File: src/rtl/w5300_access_seq.sv
// ---------------------------------------------------------------------------
// w5300_access_seq
//
// Upstream sequencer for w5300_interface. The interface starts a new access
// on every Idle cycle (ctrl_op_state = 1) and then holds op_state low for
// SETUP_TICKS+1 cycles. This block follows that slot rhythm, presents one
// access per slot on ctrl_addr/ctrl_wr_data, and fills slots without burst
// work with a dummy "park" read of PARK_ADDR.
//
// Ports:
//   clk, rst_n        clock, asynchronous active-low reset
//   ctrl_addr         [10] = operation (1 = write, 0 = read), [9:0] = address
//   ctrl_wr_data      write word for the current access
//   ctrl_rd_data      read word from the interface, captured at slot end
//   ctrl_op_state     1 = interface Idle (slot start)
//   req_*             burst request (write/read, start addr, len-1, fixed)
//   wd_valid/ready    write-word stream; wd_ready is high in the cycle the
//                     word is consumed
//   rd_valid/rd_data  read-word stream, one-cycle pulse per word
//   done              one-cycle pulse when the last burst word completes
//   sync_err          sticky slot-framing error
//   dbg_state         current FSM state (INIT/PARK/XFER)
//
// Handshakes: a transfer happens on a rising clk edge where valid and ready
// are both high. req_ready and wd_ready never depend combinationally on their
// own valid except wd_ready, which is only asserted while wd_valid is high.
// ---------------------------------------------------------------------------
module w5300_access_seq #(
  parameter int         SETUP_TICKS = 5,
  parameter logic [9:0] PARK_ADDR   = 10'h000
) (
  input  logic        clk,
  input  logic        rst_n,
  output logic [10:0] ctrl_addr,
  output logic [15:0] ctrl_wr_data,
  input  logic [15:0] ctrl_rd_data,
  input  logic        ctrl_op_state,
  input  logic        req_valid,
  output logic        req_ready,
  input  logic        req_write,
  input  logic [9:0]  req_addr,
  input  logic [7:0]  req_len,
  input  logic        req_fixed,
  input  logic        wd_valid,
  output logic        wd_ready,
  input  logic [15:0] wd_data,
  output logic        rd_valid,
  output logic [15:0] rd_data,
  output logic        done,
  output logic        sync_err,
  output logic [1:0]  dbg_state
);

  localparam int            CW      = (SETUP_TICKS < 1) ? 1 : $clog2(SETUP_TICKS + 1);
  localparam logic [CW-1:0] LO_LAST = CW'(SETUP_TICKS);
  localparam logic          OP_WR   = 1'b1;
  localparam logic          OP_RD   = 1'b0;

  typedef enum logic [1:0] {ST_INIT = 2'd0, ST_PARK = 2'd1, ST_XFER = 2'd2} state_t;

  state_t        r_state, w_state_nx;

  // slot tracking
  logic          r_synced, r_after_bnd, r_sync_err;
  logic [CW-1:0] r_lo_cnt;
  // pending (accepted, not yet started) request
  logic          r_pend, r_pq_write, r_pq_fixed;
  logic [9:0]    r_pq_addr;
  logic [7:0]    r_pq_len;
  // active burst: next word to load and words still to load
  logic          r_b_write, r_b_fixed;
  logic [9:0]    r_b_addr;
  logic [8:0]    r_b_left;
  // access currently in flight on the interface
  logic          r_cur_word, r_cur_read, r_cur_last;
  // output registers
  logic [10:0]   r_ctrl_addr;
  logic [15:0]   r_ctrl_wr_data, r_rd_data;
  logic          r_rd_valid, r_done;

  logic          w_boundary, w_err_hi;
  logic          w_start, w_advance, w_go, w_take;
  logic          w_src_write, w_src_fixed;
  logic [9:0]    w_src_addr, w_next_addr;
  logic [8:0]    w_src_left;
  logic          w_req_ready;

  // Boundary = last low cycle of a correctly framed access.
  assign w_boundary  = r_synced & ~ctrl_op_state & ~r_after_bnd & (r_lo_cnt == LO_LAST);
  // Idle seen anywhere except right after our boundary: the access ended early.
  assign w_err_hi    = r_synced & ctrl_op_state & ~r_after_bnd;
  assign w_req_ready = ~r_pend & (r_state != ST_XFER);

  always_ff @(posedge clk or negedge rst_n) begin
    if (!rst_n) r_state <= ST_INIT;
    else        r_state <= w_state_nx;
  end

  always_comb begin
    w_state_nx = r_state;
    w_start    = 1'b0;
    w_advance  = 1'b0;
    case (r_state)
      ST_INIT: if (ctrl_op_state) w_state_nx = ST_PARK;
      ST_PARK: if (w_boundary && r_pend) begin
        w_start    = 1'b1;
        w_state_nx = ST_XFER;
      end
      ST_XFER: if (w_boundary) begin
        // XFER lasts until the boundary of the last loaded word.
        if (r_b_left != 9'd0) w_advance = 1'b1;
        else if (r_pend)      w_start   = 1'b1;
        else                  w_state_nx = ST_PARK;
      end
      default: w_state_nx = ST_INIT;
    endcase

    w_src_write = w_start ? r_pq_write : r_b_write;
    w_src_fixed = w_start ? r_pq_fixed : r_b_fixed;
    w_src_addr  = w_start ? r_pq_addr  : r_b_addr;
    w_src_left  = w_start ? ({1'b0, r_pq_len} + 9'd1) : r_b_left;
    w_next_addr = w_src_addr + (w_src_fixed ? 10'd0 : 10'd2);
    w_go        = w_start | w_advance;
    // A write word without data is skipped for this slot (park read instead).
    w_take      = w_go & (~w_src_write | wd_valid);
  end

  // Slot counter and framing check. Any Idle cycle resynchronises the counter.
  always_ff @(posedge clk or negedge rst_n) begin
    if (!rst_n) begin
      r_synced    <= 1'b0;
      r_after_bnd <= 1'b0;
      r_lo_cnt    <= '0;
      r_sync_err  <= 1'b0;
    end else if (ctrl_op_state) begin
      r_synced    <= 1'b1;
      r_after_bnd <= 1'b0;
      r_lo_cnt    <= '0;
      if (w_err_hi) r_sync_err <= 1'b1;
    end else if (r_synced) begin
      if (r_after_bnd) begin
        // Access ran long: drop sync and wait for the next Idle.
        r_sync_err  <= 1'b1;
        r_synced    <= 1'b0;
        r_after_bnd <= 1'b0;
      end else if (w_boundary) begin
        r_lo_cnt    <= '0;
        r_after_bnd <= 1'b1;
      end else begin
        r_lo_cnt    <= r_lo_cnt + CW'(1);
      end
    end
  end

  always_ff @(posedge clk or negedge rst_n) begin
    if (!rst_n) begin
      r_pend     <= 1'b0;
      r_pq_write <= 1'b0;
      r_pq_fixed <= 1'b0;
      r_pq_addr  <= '0;
      r_pq_len   <= '0;
    end else if (w_start) begin
      r_pend     <= 1'b0;
    end else if (req_valid && w_req_ready) begin
      r_pend     <= 1'b1;
      r_pq_write <= req_write;
      r_pq_fixed <= req_fixed;
      r_pq_addr  <= req_addr;
      r_pq_len   <= req_len;
    end
  end

  always_ff @(posedge clk or negedge rst_n) begin
    if (!rst_n) begin
      r_b_write <= 1'b0;
      r_b_fixed <= 1'b0;
      r_b_addr  <= '0;
      r_b_left  <= '0;
    end else if (w_go) begin
      r_b_write <= w_src_write;
      r_b_fixed <= w_src_fixed;
      r_b_addr  <= w_take ? w_next_addr : w_src_addr;
      r_b_left  <= w_take ? (w_src_left - 9'd1) : w_src_left;
    end
  end

  // Outputs change only at the edge ending a boundary cycle, so they are
  // stable from the interface's Idle cycle through its last low cycle.
  always_ff @(posedge clk or negedge rst_n) begin
    if (!rst_n) begin
      r_ctrl_addr    <= {OP_RD, PARK_ADDR};
      r_ctrl_wr_data <= '0;
      r_rd_valid     <= 1'b0;
      r_rd_data      <= '0;
      r_done         <= 1'b0;
      r_cur_word     <= 1'b0;
      r_cur_read     <= 1'b0;
      r_cur_last     <= 1'b0;
    end else begin
      r_rd_valid <= 1'b0;
      r_done     <= 1'b0;
      if (w_boundary) begin
        if (r_cur_word && r_cur_read) begin
          r_rd_valid <= 1'b1;
          r_rd_data  <= ctrl_rd_data;
        end
        if (r_cur_word && r_cur_last) r_done <= 1'b1;
        if (w_take) begin
          r_ctrl_addr    <= {(w_src_write ? OP_WR : OP_RD), w_src_addr};
          r_ctrl_wr_data <= w_src_write ? wd_data : 16'h0000;
          r_cur_word     <= 1'b1;
          r_cur_read     <= ~w_src_write;
          r_cur_last     <= (w_src_left == 9'd1);
        end else begin
          r_ctrl_addr    <= {OP_RD, PARK_ADDR};
          r_ctrl_wr_data <= '0;
          r_cur_word     <= 1'b0;
          r_cur_read     <= 1'b0;
          r_cur_last     <= 1'b0;
        end
      end
    end
  end

  assign ctrl_addr    = r_ctrl_addr;
  assign ctrl_wr_data = r_ctrl_wr_data;
  assign req_ready    = w_req_ready;
  assign wd_ready     = w_take & w_src_write;
  assign rd_valid     = r_rd_valid;
  assign rd_data      = r_rd_data;
  assign done         = r_done;
  assign sync_err     = r_sync_err;
  assign dbg_state    = r_state;

endmodule

File: config.mk
export PLATFORM = sky130hd
export DESIGN_NAME = w5300_access_seq
export DESIGN_NICKNAME = d
export VERILOG_FILES = /design/src/rtl/w5300_access_seq.sv
export SDC_FILE = /design/constraint.sdc
export NUM_CORES = 1
export LEC_CHECK = 0
export BUFFER_PORTS_ARGS = -buffer_cell sky130_fd_sc_hd__buf_2
export CAP_MARGIN = 10
export CELL_PAD_IN_SITES_DETAIL_PLACEMENT = 1
export CELL_PAD_IN_SITES_GLOBAL_PLACEMENT = 1
export CORE_MARGIN = 2
export CORE_UTILIZATION = 38
export CTS_CLUSTER_SIZE = 24
export DETAILED_ROUTE_END_ITERATION = 10
export PLACE_DENSITY_LB_ADDON = 0.25
export SLEW_MARGIN = 40
export SYNTH_ARGS = -nofsm -noshare
export SYNTH_HDL_FRONTEND = slang
export SYNTH_SLANG_ARGS = --single-unit
File: constraint.sdc
create_clock -name clk -period 2.9 [get_ports clk]
set_input_delay 0.725 -clock clk [delete_from_list [all_inputs] [get_ports clk]]
set_output_delay 0.725 -clock clk [all_outputs]
set_load 0.01 [all_outputs]
### Yosys cells after proc, flatten, opt, wreduce, memory -nomap -nowiden

Index checks and enable logic that the tools add are counted.

* input port bits: 57
* register bits: 98
* output and inout port bits: 50
* logic and storage cells: 116

* bitwise logic cells: 15
* add/sub/neg operators: 4
* reduce and logical (&&, ||, !) cells: 14
* equality and inequality tests: 12
* multiplexer cells: 49

Operator list (count)
* $mux 16: 2
* $mux 1: 30
* $mux 10: 2
* $mux 9: 2
* $ne 2x2->1 const B: 7
* $mux 2: 6
* $mux 3: 4
* $mux 11: 1
* $add 10x2->10: 1
* $add 8x1->9 const B: 1
* $eq 9x1->1 const B: 1
* $reduce_bool 9->1: 1
* $sub 9x1->9 const B: 1
* $and 1x1->1: 8
* $pmux 2 s3: 1
* $reduce_and 2->1: 3
* $reduce_bool 2->1: 3
* $not 1->1: 5
* $reduce_and 5->1: 1
* $logic_and 1x1->1: 4
* $add 3x1->3 const B: 1
* $eq 3x3->1 const B: 1
* $reduce_and 3->1: 1
* $eq 2x1->1 const B: 1
* 5 further kinds: 6

### Longest topological paths before layout

Gate-level depths: netlist of the first run.

* depth in word-level cells: 12
* depth in mapped cells: 15
* gate-level depth less buffers: 13

### Least setup slack after synthesis of the first run

Ideal clock, no wire load.

* kind: input to output
* from: in ctrl_op_state
* to: out wd_ready
* arrival: 2132 ps
* slack: 43 ps
* buffers on the path: 3
* cell stages on the path: 9
* data required time: 2175 ps
* path through: buf_2 > nand3b_1 > nor2_1 > o21a_2 > mux2i_1 > inv_2 > and3_1 > buf_4 > buf_6

* word-level cells in the longest chain between the ends: 12

Ends and longest elaborated chain
* start: declaration: RTL line 37 `input logic ctrl_op_state,`
* $not 1->1 (*): RTL line 89 `assign w_boundary = r_synced & ~ctrl_op_state & ~r_after_bnd & (r_lo_cnt == LO_LAST);`
* $and 1x1->1 (*) (3 in series): RTL line 89
* $logic_and 1x1->1: RTL line 105 `ST_PARK: if (w_boundary && r_pend) begin`
* $mux 1: RTL line 105
* $pmux 1 s2: RTL line 103 `case (r_state)`
* $mux 1: RTL line 118 `w_src_write = w_start ? r_pq_write : r_b_write;`
* $not 1->1: RTL line 125 `w_take = w_go & (~w_src_write | wd_valid);`
* $or 1x1->1: RTL line 125
* $and 1x1->1: RTL line 125
* $and 1x1->1 (*): RTL line 228 `assign wd_ready = w_take & w_src_write;`
* end: declaration: RTL line 45 `output logic wd_ready,`

Mark *: on every way between the ends. The rest lies on a longest branch, timed or not.

### Final worst setup path of the first run

* from: reg r_b_left[8]
* to: out wd_ready

* word-level cells in the longest chain between the ends: 9

Ends and longest elaborated chain
* start: declaration: RTL line 73 `logic [8:0] r_b_left;`
* start signal: assignment: RTL line 183 `r_b_left <= w_take ? (w_src_left - 9'd1) : w_src_left;`
* $reduce_bool 9->1 (*): RTL line 111 `if (r_b_left != 9'd0) w_advance = 1'b1;`
* $mux 1: RTL line 111
* $mux 1: RTL line 109 `ST_XFER: if (w_boundary) begin`
* $pmux 1 s2: RTL line 103
* $mux 1: RTL line 118
* $not 1->1: RTL line 125
* $or 1x1->1: RTL line 125
* $and 1x1->1: RTL line 125
* $and 1x1->1 (*): RTL line 228

Marked as above.

==> flow_summary.json, run 1 <==
{
  "wl_met1_um": 4790,
  "port-buffer-count": 106,
  "cts_max_path_buffers": 2,
  "status": "finished with violations",
  "maxCapViolCount": 0,
  "grt_max_degree": 67,
  "synthTopCellsByArea": "dfrtp_1, mux2_2, a22o_1",
  "grt_pass1_vias": 3702,
  "p_leak_uw": 0.00297,
  "vias": 3432,
  "synth_top_cell_by_area": "dfrtp_1",
  "start_util_pct": 38.6,
  "synth-edff-count": 0,
  "skew_ps": 9.08,
  "wl_met2_um": 6020,
  "drv_slew": 0,
  "path_buf_inv": 2,
  "tightest_slew_ps": 620,
  "clkSinkCount": 98,
  "grt_pass1_wl_um": 18700,
  "holdWs_ps": 361,
  "vias_per_cell": 5.18,
  "io_pins": 107,
  "pwr_density_cell_nw_per_um2": 704,
  "criticalPathCategory": "register to output port",
  "routed_wl_um": 11300,
  "die_area_um2": 13000,
  "top_layer_used": "met4",
  "layout_min_cycle_time_ps": 2980,
  "yosysSeqAreaShare_pct": 53.4,
  "cts_tree": "yes",
  "ir_drop_mv": 0.324,
  "startpoint_type": "register",
  "grt_usage_pct": 18.4,
  "grt_setup_unrepaired": "yes",
  "period_share_pct": 103,
  "antennaDiodeCount": 0,
  "hpwl_um": 8040,
  "crit_family": "simple AND/OR/NAND/NOR gates",
  "cts_hold_buf": 0,
  "required_ps": 2170,
  "ys_warn_count": 0,
  "worst_slew_margin_rel_pct": 58.7,
  "ys_types": 56,
  "post-synth-top-area-fraction_pct": 53.4,
  "finalSetupViolCount": 1,
  "fin_ws_ps": -83.8,
  "drtAntennaViolNets": 0,
  "critPathArrivalTime_ps": 2260,
  "num_rows": 40,
  "max_clock_freq_ghz": 0.335,
  "die_h_um": 114,
  "syn_area_um2": 4600,
  "wire_per_inst_um": 17.1,
  "antenna_found_initial": 0,
  "cts-buffers-inserted": 9,
  "firstDrtPassIters": 4,
  "ys_async_sr_fraction_pct": 100,
  "synthesis.nets": 447,
  "critPathCaptureType": "output port",
  "hold_class": "input pin to async pin",
  "drc": 0,
  "ys.flop_type": "dfrtp_1",
  "syn_to_final_growth_pct": 26.4,
  "dp_cells": 634,
  "worstPathCellList": "or4_4, nor4_4, o21a_2, mux2i_1, inv_2, and3_4, buf_6",
  "final_core_util_pct": 48.8,
  "fin_nets": 579,
  "dr_wl_met3_um": 345,
  "grt_overflow": 0,
  "syn_area_per_cell_um2": 12.2,
  "synthCells": 378,
  "cts_root_buffer": "clkbuf_16",
  "hold_viol": 0,
  "slowest_delay_ps": 560,
  "core_um2": 11900,
  "crit_slowest_cell": "or4_4",
  "synth_most_common_cell": "dfrtp_1",
  "synth_commonest_cells": "dfrtp_1, mux2_2, nand2_1",
  "drt_iter0_markers": 124,
  "violations": "negative setup slack",
  "crit_fanout": 2,
  "layout-drive-gt1-share_pct": 42.7,
  "insertion_delay_ps": 350,
  "ys_seq_elements": 98,
  "htreeDepth": 3,
  "die_w_um": 114,
  "path_clk_slew_ps": 70,
  "place_congestion": 0.761,
  "fin_cells": 662
}
-- state kept, by name, summed over array words and instances, names as in the netlist, 2 cells and up --
register      count
ctrl_wr_data     16
rd_data          16
ctrl_addr        11
r_b_addr         10
r_pq_addr        10
r_b_left          9
r_pq_len          8
r_lo_cnt          3
dbg_state         2
-- kinds of logic (layout without fill, tap and decap cells) --
kind of cell,count (synthesis),after routing,share of synthesized area [%]
buf+inv,26,163,2.78
fa+ha+maj,12,12,3.27
flops,98,98,53.4
xor+xnor,19,19,3.62
simple gates,106,106,12.9
compound gates,61,61,10.4
mux,56,56,13.7
-- worst paths after layout --
path / cells past startpoint / slack [ps] / startpoint / to
worst min register to register: 1 / 460 / sync_err$_DFFE_PN0P_ / sync_err$_DFFE_PN0P_
min in group clk: 1 / 460 / sync_err$_DFFE_PN0P_ / sync_err$_DFFE_PN0P_
worst max register to register: 15 / 70 / dbg_state[1]$_DFFE_PN0P_ / r_b_addr[3]$_DFFE_PN0P_
worst max-delay path: 7 / -80 / r_b_left[8]$_DFFE_PN0P_ / wd_ready
max in group asynchronous: 2 / 1890 / rst_n / r_lo_cnt[2]$_DFFE_PN0P_
worst min-delay path: 1 / 360 / rst_n / r_pq_fixed$_DFFE_PN0P_
-- what timing repair did --
| item | 4_1_cts | 5_1_grt |
|---|---|---|
| pin swaps | 3 | 1 |
| buffers inserted | 10 | 2 |
| hold endpoints to repair | 0 | 0 |
| cloned | 0 | 0 |
| resized for setup | 3 | 3 |
| setup endpoints to repair | 1 | 5 |
-- cells in the final DEF, fill, tap and decap left out, types with 3 or more instances in the layout --
cell,n
xor2_1,11
a21oi_1,10
clkbuf_16,9
or3_1,4
xnor2_1,8
o21ai_0,10
buf_4,29
and3_1,4
mux2i_1,13
a21o_1,4
inv_1,10
nand2b_1,5
mux2_2,40
dfrtp_1,98
nand4_1,3
nand2_1,38
a22o_1,20
nand3_1,13
buf_2,104
nand3b_1,3
ha_1,11
nor2_1,16
-- metal layers --
layer	track usage, %	vias up
met5	0	-
met4	6.10	0
met3	3.67	13
met2	32.2	46
met1	22.8	1766
li1	-	1607
-- cell type report --
class                           instances  area [um^2]
Sequential cell                        98         2450
Fill cell                            1326         6100
Tap cell                              147          184
Clock buffer                           11          253
Clock inverter                          5         60.1
Inverter                               11         41.3
Multi-Input combinational cell        254         2040
Timing Repair Buffer                  136          781
-- worst register-to-register path: cells and delay by family (launching register included) --
| family | cells | cell delay (ps) |
|---|---|---|
| AO/OA/AOI/OAI | 2 | 610 |
| adder cells (fa/ha/maj) | 3 | 610 |
| buffers and inverters | 6 | 690 |
| flip-flops | 1 | 380 |
| AND/OR/NAND/NOR | 4 | 430 |
-- metrics by stage --
step,total power [uW],setup WS [ps],area (um^2),TNS [ps]
floorplan,2480,43.2,4600,0
global placement,2770,189,5370,0
detailed placement,2820,177,5380,0
CTS,4130,-55.7,5780,-55.7
global route,4340,-177,5810,-874
finish,4090,-83.8,5810,-83.8
-- where the power goes --
group          leakage, uW  total [uW]  switching, uW  internal [uW]
logic              0.00154        1010            509            497
registers          0.00128        1840            220           1620
clock network     0.000158        1240            523            722
(Power assumes the default switching activity.)
==> inputs of run 2 (changes only) <==
- MAX_ROUTING_LAYER: unset -> met4
- SETUP_SLACK_MARGIN: unset -> 0.2
- clock period: 2.9 -> 2.5 ns (I/O delays scaled with it)
==> flow_summary.json, run 2 (synthesized netlist as in run 1, its figures left out) <==
{
  "status": "finished with violations",
  "violations": "negative setup slack",
  "maxCapViolCount": 0,
  "hold_viol": 0,
  "drc": 0,
  "critPathArrivalTime_ps": 2210,
  "grt_pass1_vias": 3873,
  "die_area_um2": 13000,
  "p_leak_uw": 0.00318,
  "reg2reg_from": "r_b_left[8]$_DFFE_PN0P_",
  "fin_nets": 610,
  "cts_tree": "yes",
  "reg2reg_to": "r_b_left[1]$_DFFE_PN0P_",
  "vias": 3562,
  "firstDrtPassIters": 4,
  "crit_fanout": 2,
  "crit_slowest_cell": "or4_4",
  "tns_ps": -515,
  "core_um2": 11900,
  "slowest_delay_ps": 560,
  "fin_ws_ps": -336,
  "finalSetupViolCount": 5,
  "r2r_cells": 10,
  "wire_per_inst_um": 17.8,
  "grt_usage_pct": 20.7,
  "worstPathCellList": "or4_4, nor4_4, o21a_2, mux2i_1, inv_2, and3_4, buf_2",
  "endpoint": "wd_ready",
  "port-buffer-count": 106,
  "layout_commonest_cell": "buf_2",
  "routed_wl_um": 12300,
  "htreeDepth": 3,
  "cts-buffers-inserted": 9,
  "insertion_delay_ps": 350,
  "startpoint_type": "register",
  "holdWs_ps": 175,
  "layout-drive-gt1-share_pct": 51.6,
  "layout_min_cycle_time_ps": 2840,
  "grt_max_degree": 49,
  "antennaDiodeCount": 0,
  "syn_to_final_growth_pct": 37.5,
  "drt_iter0_markers": 159,
  "place_congestion": 0.791,
  "die_h_um": 114,
  "cp-startpoint": "r_b_left[8]$_DFFE_PN0P_",
  "hpwl_um": 8860,
  "criticalPathCategory": "register to output port",
  "period_share_pct": 113,
  "die_w_um": 114,
  "drv_slew": 0,
  "grt_overflow": 0,
  "tightest_slew_ps": 431,
  "antenna_found_initial": 0,
  "num_rows": 40,
  "critPathCaptureType": "output port",
  "cts_max_path_buffers": 2,
  "hold_class": "input pin to async pin",
  "start_util_pct": 38.6,
  "max_clock_freq_ghz": 0.353,
  "grt_setup_unrepaired": "yes",
  "path_clk_slew_ps": 70,
  "reg2reg_slack_ps": -60,
  "clkSinkCount": 98,
  "grt_pass1_wl_um": 20000,
  "worst_slew_margin_rel_pct": 71.0,
  "required_ps": 1880,
  "ir_drop_mv": 0.548,
  "cts_root_buffer": "clkbuf_16",
  "skew_ps": 8.36,
  "io_pins": 107,
  "cts_hold_buf": 0,
  "pwr_density_cell_nw_per_um2": 808,
  "drtAntennaViolNets": 0,
  "dpl_worst_slack_ps": -150,
  "layout_common_cells": "buf_2, dfrtp_1, buf_4",
  "vias_per_cell": 5.15
}
==> run 2: cell types whose count changed in the layout (fill, tap and decap cells not counted), moves of 5 or more <==
cell / change
ha_4: +7
ha_1: -7
buf_4: +22
buf_6: +5
==> run 2: through the flow <==
stage,area [um^2],total power (uW),instances,utilization (%)
3_3_place_gp,5650,3410,657,47.4
6_report,6320,5100,692,53.0
3_5_place_dp,5650,3490,657,47.4
2_1_floorplan,4700,2940,378,-
5_1_grt,6320,5390,692,53.0
4_1_cts,6210,5090,684,52.2
==> run 2: how the worst min path moves through the flow <==
stage	from	end	slack, ps	cells after the start
global route	rst_n	dbg_state[1]$_DFFE_PN0P_	200	1
detailed placement	ctrl_addr[5]$_DFFE_PN0P_	ctrl_addr[5]$_DFFE_PN0P_	460	1
finish	rst_n	dbg_state[0]$_DFFE_PN0P_	180	1
CTS	rst_n	r_lo_cnt[1]$_DFFE_PN0P_	190	1
floorplan	rst_n	ctrl_addr[0]$_DFFE_PN0P_	330	0
global placement	r_cur_last$_DFFE_PN0P_	r_cur_last$_DFFE_PN0P_	450	2
==> run 2: critical path: cells and delay by family, from the launching register on <==
kind | cells | cell delay (ps)
flip-flops | 1 | 390
AO/OA/AOI/OAI | 1 | 170
AND/OR/NAND/NOR | 3 | 870
multiplexers | 1 | 230
buffers and inverters | 2 | 200
==> run 2: final cells by class <==
type	instances	area (um^2)
clock inverter	4	52.6
timing repair buffer	167	1060
tap	147	184
fill	1275	5590
inverter	11	43.8
multi-input combinational	254	2290
clock buffer	11	233
sequential	98	2450
==> run 2: power breakdown <==
part | leakage (uW) | internal [uW] | total (uW) | switching (uW)
clock | 0.000140 | 775 | 1370 | 597
sequential | 0.00128 | 1880 | 2160 | 282
combinational | 0.00177 | 822 | 1570 | 752
==> run 2: layer usage <==
metal | wire (um) | up-vias | track usage [%]
met5 | 0 | - | -
met4 | 219 | 0 | 7.56
met3 | 345 | 20 | 3.77
met2 | 6410 | 55 | 34.0
met1 | 5310 | 1821 | 25.6
li1 | - | 1666 | -
==> run 2: what timing repair did <==
action,4_1_cts,5_1_grt
gates resized for setup,38,14
pin swaps,12,10
setup endpoints to repair,49,49
setup buffers,12,8
==> inputs of run 3 (changes only) <==
- BUFFER_PORTS_ARGS: -buffer_cell sky130_fd_sc_hd__buf_2 -> unset
- CORE_UTILIZATION: 38 -> 45
- DONT_BUFFER_PORTS: unset -> 1
- REMOVE_ABC_BUFFERS: unset -> 1
==> flow_summary.json, run 3 (synthesized netlist as in run 1, its figures left out) <==
{
  "status": "finished with violations",
  "violations": "negative hold slack, negative setup slack",
  "fin_ws_ps": -323,
  "layout_min_cycle_time_ps": 2820,
  "core_um2": 9860,
  "cts_tree": "yes",
  "grt_max_degree": 99,
  "p_leak_uw": 0.00265,
  "crit_fanout": 2,
  "hpwl_um": 7890,
  "grt_pass1_wl_um": 19000,
  "tightest_slew_ps": 578,
  "final_core_util_pct": 58.1,
  "period_share_pct": 113,
  "insertion_delay_ps": 380,
  "critPathCaptureType": "output port",
  "tns_ps": -4540,
  "die_w_um": 105,
  "dpl_worst_slack_ps": -226,
  "layout_commonest_cell": "dfrtp_1",
  "num_rows": 36,
  "hold_class": "input pin to async pin",
  "vias_per_cell": 5.64,
  "die_area_um2": 11000,
  "startpoint_type": "register",
  "layout-drive-gt1-share_pct": 40.1,
  "drt_iter0_markers": 139,
  "drc": 0,
  "holdWs_ps": -69.4,
  "clkSinkCount": 98,
  "vias": 3257,
  "criticalPathCategory": "register to output port",
  "io_pins": 107,
  "grt_setup_unrepaired": "yes",
  "hold_viol": 98,
  "routed_wl_um": 12100,
  "syn_to_final_growth_pct": 24.7,
  "max_clock_freq_ghz": 0.354,
  "fin_nets": 509,
  "drv_slew": 0,
  "drtAntennaViolNets": 0,
  "finalSetupViolCount": 25,
  "cts-buffers-inserted": 9,
  "port-buffer-count": 0,
  "firstDrtPassIters": 7,
  "start_util_pct": 46.6,
  "wire_per_inst_um": 21.0,
  "antennaDiodeCount": 0,
  "pwr_density_cell_nw_per_um2": 802,
  "grt_usage_pct": 22.7,
  "ir_drop_mv": 0.503,
  "antenna_found_initial": 0,
  "grt_overflow": 0,
  "place_congestion": 0.800,
  "maxCapViolCount": 0,
  "layout_common_cells": "dfrtp_1, buf_4, mux2_2",
  "skew_ps": 11.3,
  "grt_pass1_vias": 3569,
  "path_clk_slew_ps": 100,
  "die_h_um": 105,
  "cts_max_path_buffers": 2,
  "htreeDepth": 3,
  "worst_slew_margin_rel_pct": 61.4,
  "cts_root_buffer": "clkbuf_8",
  "critPathArrivalTime_ps": 2200,
  "required_ps": 1880
}
-- run 3: changes by cell type in the layout (fill, tap and decap cells not counted), sizes merged --
cell,previous run,this run
buf,167,66
clkbuf,11,10
clkinv,2,1
clkinvlp,0,1
inv,12,13
-- run 3: worst max-delay path, cell delays in order (launching register included) --
cell and delay, ps:
dfrtp_1 390, or4_4 550, nor4_4 270, o21a_4 170, mux2i_2 200, inv_2 60
and3_4 170
-- run 3: area by class of cell --
type | count | area [um^2]
Fill cell | 998 | 4130
Sequential cell | 98 | 2450
Multi-Input combinational cell | 254 | 2300
Timing Repair Buffer | 66 | 579
Tap cell | 133 | 166
Clock buffer | 10 | 128
Clock inverter | 5 | 63.8
Inverter | 11 | 41.3
-- run 3: report_power, final --
| part | leakage (uW) | switching [uW] | internal (uW) |
|---|---|---|---|
| Clock | 0.0000934 | 584 | 467 |
| Sequential | 0.00128 | 280 | 1870 |
| Combinational | 0.00128 | 677 | 715 |
| Total | 0.00265 | 1540 | 3060 |
-- run 3: worst paths after layout --
check | startpoint | end | slack [ps] | cells past startpoint
min | rst_n | r_b_left[7]$_DFFE_PN0P_ | -70 | 0
min in group clk | ctrl_op_state | r_after_bnd$_DFFE_PN0P_ | 300 | 1
min reg2reg | r_b_addr[2]$_DFFE_PN0P_ | r_b_addr[2]$_DFFE_PN0P_ | 510 | 2
max in group asynchronous | rst_n | ctrl_wr_data[15]$_DFFE_PN0P_ | 2370 | 0
max | r_b_left[3]$_DFFE_PN0P_ | wd_ready | -320 | 6
max reg2reg | r_b_left[3]$_DFFE_PN0P_ | r_b_addr[8]$_DFFE_PN0P_ | -300 | 11
-- run 3: through the flow --
step	instances	power (uW)	instance area, um^2
floorplan	363	2880	4510
global placement	551	3260	5090
detailed placement	551	3330	5090
CTS	571	4460	5550
global route	577	4850	5730
finish	577	4600	5730
-- run 3: what timing repair did --
item | CTS | global route
setup endpoints to repair | 47 | 51
buffers inserted | 5 | 6
gates resized for setup | 54 | 33
pin swaps | 22 | 28
hold endpoints to repair | 98 | 98
-- run 3: metal layers --
| layer | global-route usage (%) | vias to the layer above | part of all wire, % |
|---|---|---|---|
| met5 | - | - | 0 |
| li1 | - | 1468 | - |
| met1 | 26.1 | 1697 | 40 |
| met4 | 8.38 | 0 | 2.1 |
| met3 | 5.18 | 23 | 4.1 |
| met2 | 38.9 | 69 | 54 |
